==> config.mk <==
export PLATFORM = sky130hd
export DESIGN_NAME = inst_loader
export DESIGN_NICKNAME = d
export VERILOG_FILES = /design/src/rtl/inst_loader.sv
export SDC_FILE = /design/constraint.sdc
export NUM_CORES = 1
export LEC_CHECK = 0
export CAP_MARGIN = 20
export CORE_AREA = 4 4 99 101
export DETAILED_ROUTE_END_ITERATION = 12
export DIE_AREA = 0 0 103 105
export PLACE_DENSITY = 0.87
export SLEW_MARGIN = 20
export SYNTH_ARGS = -nofsm -noshare
export SYNTH_HDL_FRONTEND = slang
export SYNTH_SLANG_ARGS = --single-unit
==> constraint.sdc <==
create_clock -name clk -period 2.3 [get_ports clk]
set_input_delay 0.46 -clock clk [delete_from_list [all_inputs] [get_ports clk]]
set_output_delay 0.46 -clock clk [all_outputs]
set_load 0.01 [all_outputs]
==> src/rtl/inst_loader.sv <==
// Boot-time program loader: streams 16-bit instruction words from a host into
// instruction memory and holds the CPU in reset until the image is complete.
module inst_loader #(
    parameter logic [15:0] BASE_ADDR = 16'h0000,
    parameter int          MAX_WORDS = 256
) (
    input  logic        clk,
    input  logic        reset,
    input  logic        start,
    input  logic [15:0] word_count,
    input  logic        abort,
    input  logic        s_valid,
    input  logic [15:0] s_data,
    output logic        s_ready,
    output logic        im_we,
    output logic [15:0] im_addr,
    output logic [15:0] im_wdata,
    output logic        cpu_hold,
    output logic        busy,
    output logic        done,
    output logic        error,
    output logic [15:0] checksum
);

    typedef enum logic [2:0] {
        IDLE  = 3'd0,
        LOAD  = 3'd1,
        FLUSH = 3'd2,
        DONE  = 3'd3,
        ERR   = 3'd4
    } state_t;

    localparam logic [16:0] MAX_WORDS_C = 17'(MAX_WORDS);

    state_t      state_r;
    state_t      state_next_s;
    logic [15:0] addr_r;
    logic [15:0] remaining_r;
    logic [15:0] checksum_r;
    logic        im_we_r;
    logic [15:0] im_addr_r;
    logic [15:0] im_wdata_r;
    logic        idle_like_s;
    logic        start_ok_s;
    logic        count_ok_s;
    logic        hs_s;

    function automatic logic count_legal(input logic [15:0] cnt);
        return (cnt != 16'd0) && ({1'b0, cnt} <= MAX_WORDS_C);
    endfunction

    // Decode of the accepted-start and handshake conditions
    always_comb begin
        idle_like_s = (state_r == IDLE) || (state_r == DONE) || (state_r == ERR);
        start_ok_s  = start && idle_like_s;
        count_ok_s  = count_legal(word_count);
        hs_s        = s_valid && (state_r == LOAD);
    end

    // State register
    always_ff @(posedge clk or negedge reset) begin
        if (!reset) begin
            state_r <= IDLE;
        end else begin
            state_r <= state_next_s;
        end
    end

    // Next-state logic; abort wins over the final handshake so a cancelled
    // load never reports success.
    always_comb begin
        state_next_s = state_r;
        case (state_r)
            IDLE, DONE, ERR: begin
                if (start_ok_s) begin
                    state_next_s = count_ok_s ? LOAD : ERR;
                end else begin
                    state_next_s = state_r;
                end
            end
            LOAD: begin
                if (abort) begin
                    state_next_s = ERR;
                end else if (hs_s && (remaining_r == 16'd1)) begin
                    state_next_s = FLUSH;
                end else begin
                    state_next_s = LOAD;
                end
            end
            FLUSH:   state_next_s = DONE;
            default: state_next_s = IDLE;
        endcase
    end

    // Status outputs decoded from the current state
    always_comb begin
        s_ready  = 1'b0;
        busy     = 1'b0;
        done     = 1'b0;
        error    = 1'b0;
        cpu_hold = 1'b1;
        case (state_r)
            LOAD: begin
                s_ready = 1'b1;
                busy    = 1'b1;
            end
            FLUSH: busy = 1'b1;
            DONE: begin
                done     = 1'b1;
                cpu_hold = 1'b0;
            end
            ERR:     error = 1'b1;
            default: cpu_hold = 1'b1;
        endcase
    end

    // Datapath: write port is one cycle behind the accepting handshake
    always_ff @(posedge clk or negedge reset) begin
        if (!reset) begin
            addr_r      <= BASE_ADDR;
            remaining_r <= 16'd0;
            checksum_r  <= 16'd0;
            im_we_r     <= 1'b0;
            im_addr_r   <= 16'd0;
            im_wdata_r  <= 16'd0;
        end else begin
            im_we_r <= hs_s;
            if (start_ok_s) begin
                checksum_r <= 16'd0;
                if (count_ok_s) begin
                    remaining_r <= word_count;
                    addr_r      <= BASE_ADDR;
                end
            end else if (hs_s) begin
                im_addr_r   <= addr_r;
                im_wdata_r  <= s_data;
                addr_r      <= addr_r + 16'd2;
                checksum_r  <= checksum_r + s_data;
                remaining_r <= remaining_r - 16'd1;
            end
        end
    end

    assign im_we    = im_we_r;
    assign im_addr  = im_addr_r;
    assign im_wdata = im_wdata_r;
    assign checksum = checksum_r;

endmodule

==> results by group, run 1 <==
Clock tree
  • Cts hold-fix bufs: 0
  • Clk sinks: 82
  • Clk root buf: clkbuf_8
  • CTS Buffer Depth: 2
  • Latest clock arrival within the worst-skew pair: 360 ps
  • H-Tree Level Count: 3
  • TritonCTS buffer count: 9
  • CTS tree: yes
  • Reg clk slew, reported paths: 90 ps

Finish
  • FILL cells: around 720
  • Nets: 682
  • Final instance area: ~6000 µm²
  • Final Util: between 60% and 70%
  • Most frequent cells in the layout: 123 x nand2_1, 84 x clkdlybuf4s50_1, 81 x dfrtp_1, 51 x buf_4
  • Multi-input logic area: 2310 µm²
  • # diodes: 0
  • Layout cells sized above 1: 15.1%
  • Register Area: 2050 µm²
  • Most common cell after layout, fill and taps aside: nand2_1
  • Synth-to-Final Area Change: 37.2%
  • Post-Layout Cell Count: between 700 and 800

STA
  • RSZ-0062 raised after global routing: true
  • Fmax: 440 MHz
  • Worst Skew: ~14 ps
  • Max-Slew Margin vs Limit: 66.4%
  • Final worst-path cycle share: 98.8%
  • Final setup TNS: 0 ps
  • Min setup slack post-route: 27.2 ps
  • Final setup vio count: 0
  • Final hold vios: 0
  • Worst Tran Pin Value: between 400 and 500 ps
  • Hold WS: 82.0 ps
  • Fin. max-slew vios: 0
  • Final period demand of the worst path: 2270 ps

Power and ir drop
  • Peak supply drop: 0.356 mV
  • Int Power: 2.11 mW
  • Comb power frac: 9.1%
  • Sequential fraction of design power: 52.5%
  • P_leak: approximately 2.9 nW
  • Cell Pwr Density: 463 nW/µm²
  • Total power: 2.79 mW
  • Clk pwr share: 38.4%
  • P_sw: 0.678 mW
  • Sw Share: ~24%

Logic synthesis
  • Post-synth ARST share: 100%
  • Post-Synth Adder-Cell Area: 5.59%
  • Synth warnings: 0
  • FF+latch count, synth: 82
  • Sequential share of the synthesized area: 46.8%
  • Main synth FF type: dfrtp_1
  • Post-Syn Area: 4390 µm²
  • Avg Inst Size Synth: roughly 8.9 µm²
  • Compound-gate portion of the synthesized area: 15.5%
  • Syn_nets: 551
  • Multiplexer share of the synthesized area: 0.912%
  • Main combinational cell family by area after synthesis: simple AND/OR/NAND/NOR gates
  • Simple-Gate Fraction of Synth Area: 24.7%
  • Post-synthesis instance total: 495
  • Yosys cell types: 62
  • Number of synthesized flops with an enable pin: 0
  • Post-Synth XOR/XNOR Area: 3.79%

Place
  • Placer congestion estimate: 0.891
  • DP HPWL: 8130 µm
  • Pre-CTS setup slack: -534 ps
  • Placed cells: slightly above 700
  • Port bufs: 89
  • Post-place instance area: 5720 µm²

Detailed routing
  • Vias: 4089
  • Initial drt markers: 286
  • First-pass DRT Iterations: 5
  • Drt drc: 0
  • Routed len/inst: 15.3 µm
  • Final ANT Viol Nets: 0
  • Via density: 5.51
  • Final WL: about 11000 µm

Global route
  • Antenna violations before repair: 0
  • First-pass GRT wire length: 19200 µm
  • GR Overflow Total: 0
  • Number of global-route vias before repair: 4175
  • Largest net degree at the start of global routing: 83
  • Total GRT Usage: 21.9%

Die
  • Die Area: 10800 µm²
  • Starting Density: 48.7%
  • Die Y: 105 µm
  • Row cnt: 35
  • Ports: 91
  • Core Box Area: about 9000 µm²
  • Chip width: 103 µm

Job
  • Max-Cap Viols: 0

Hold path
  • Hold WC Path Type: input port to asynchronous set/reset pin

Setup path
  • Crit start category: input port
  • Req. time, crit path: between 2000 and 3000 ps
  • Worst setup EP type: register
  • CP Class: input port to register
  • WP data arrival: 2510 ps
  • CP Max Fanout: 3

Outcome
  • Status: complete, no violations
cell usage after synthesis (all sizes together) (5+ instances only):
library cell | count | share of area (%)
nand2 | 125 | 11
dfrtp | 82 | 47
o21ai | 42 | 4.8
nor2 | 37 | 3.5
nand3 | 24 | 2.7
a21oi | 19 | 2.2
ha | 18 | 5.1
xor2 | 15 | 3.0
clkbuf | 12 | 1.1
nor3 | 9 | 1.0
a21o | 8 | 1.4
buf | 8 | 1.1
inv | 7 | 0.60
nand4 | 7 | 1.1
a31oi | 6 | 0.86
and2 | 6 | 0.86
and3 | 5 | 0.71
o211ai | 5 | 0.86
kinds of logic after synthesis:
logic type,Yosys count
AND/OR/NAND/NOR,235
AO/OA/AOI/OAI,108
flip-flops,82
buffers and inverters,27
adder cells (fa/ha/maj),19
XOR/XNOR,19
multiplexers,4
other,1
power by group through the flow:
stage	clock network, mW	logic, mW	registers (mW)
after floorplan	0	0.0864	1.49
after global placement	0	0.244	1.49
after detailed placement	0	0.250	1.49
after CTS	1.09	0.251	1.47
after global routing	1.16	0.280	1.47
final	1.07	0.254	1.47
registers in the layout, indices dropped and copies added, names as in the netlist:
signal	flops
state_r	3
im_addr	15
im_we	1
addr_r	15
im_wdata	16
remaining_r	16
checksum	16
area by class of cell:
type / instances / area share, %
Clock inverter: 6 / 1.10
Tap cell: 111 / 2.31
Timing Repair Buffer: 140 / 21.5
Multi-Input combinational cell: 386 / 38.3
Inverter: 7 / 0.436
Clock buffer: 10 / 2.29
Sequential cell: 82 / 34.1
per-layer routing:
layer | wire length [µm] | GRT usage [%]
met5 | 0 | 0
met4 | 158 | 7.68
met1 | 4940 | 28.5
met2 | 5690 | 35.7
met3 | 541 | 4.54
worst max-delay path, stage by stage:
cell and delay, ps:
clkdlybuf4s50_1 450, ha_1 240, a2111o_1 410, o2111a_2 320, o41ai_4 360, xor2_1 190, o21ai_1 80
final timing paths:
check / start / to / slack (ps) / cells past startpoint
max: s_data[5] / checksum[12]$_DFFE_PN0P_ / 30 / 7
min: reset / im_wdata[10]$_DFFE_PN0P_ / 80 / 2
min in group clk: s_data[0] / im_wdata[0]$_DFFE_PN0P_ / 360 / 3
max in group asynchronous: reset / im_wdata[0]$_DFFE_PN0P_ / 1810 / 2
min reg2reg: im_addr[2]$_DFFE_PN0P_ / im_addr[2]$_DFFE_PN0P_ / 480 / 2
max reg2reg: checksum[0]$_DFFE_PN0P_ / checksum[12]$_DFFE_PN0P_ / 50 / 9
timing repair:
action / CTS / global route
resized for setup: 3 / 23
setup endpoints to repair: 3 / 11
buffers inserted: 0 / 1
pin swaps: 0 / 9
(Power assumes the default switching activity.)
==> run 2, diff against run 1 <==
--- a/config.mk
+++ b/config.mk
@@ -5,7 +5,7 @@
 export SDC_FILE = /design/constraint.sdc
 export NUM_CORES = 1
 export LEC_CHECK = 0
-export CAP_MARGIN = 20
+export CAP_MARGIN = 10
 export CORE_AREA = 4 4 99 101
 export DETAILED_ROUTE_END_ITERATION = 12
 export DIE_AREA = 0 0 103 105
==> results of run 2 <==
Final layout, timing and power as in run 1 (identical DEF).
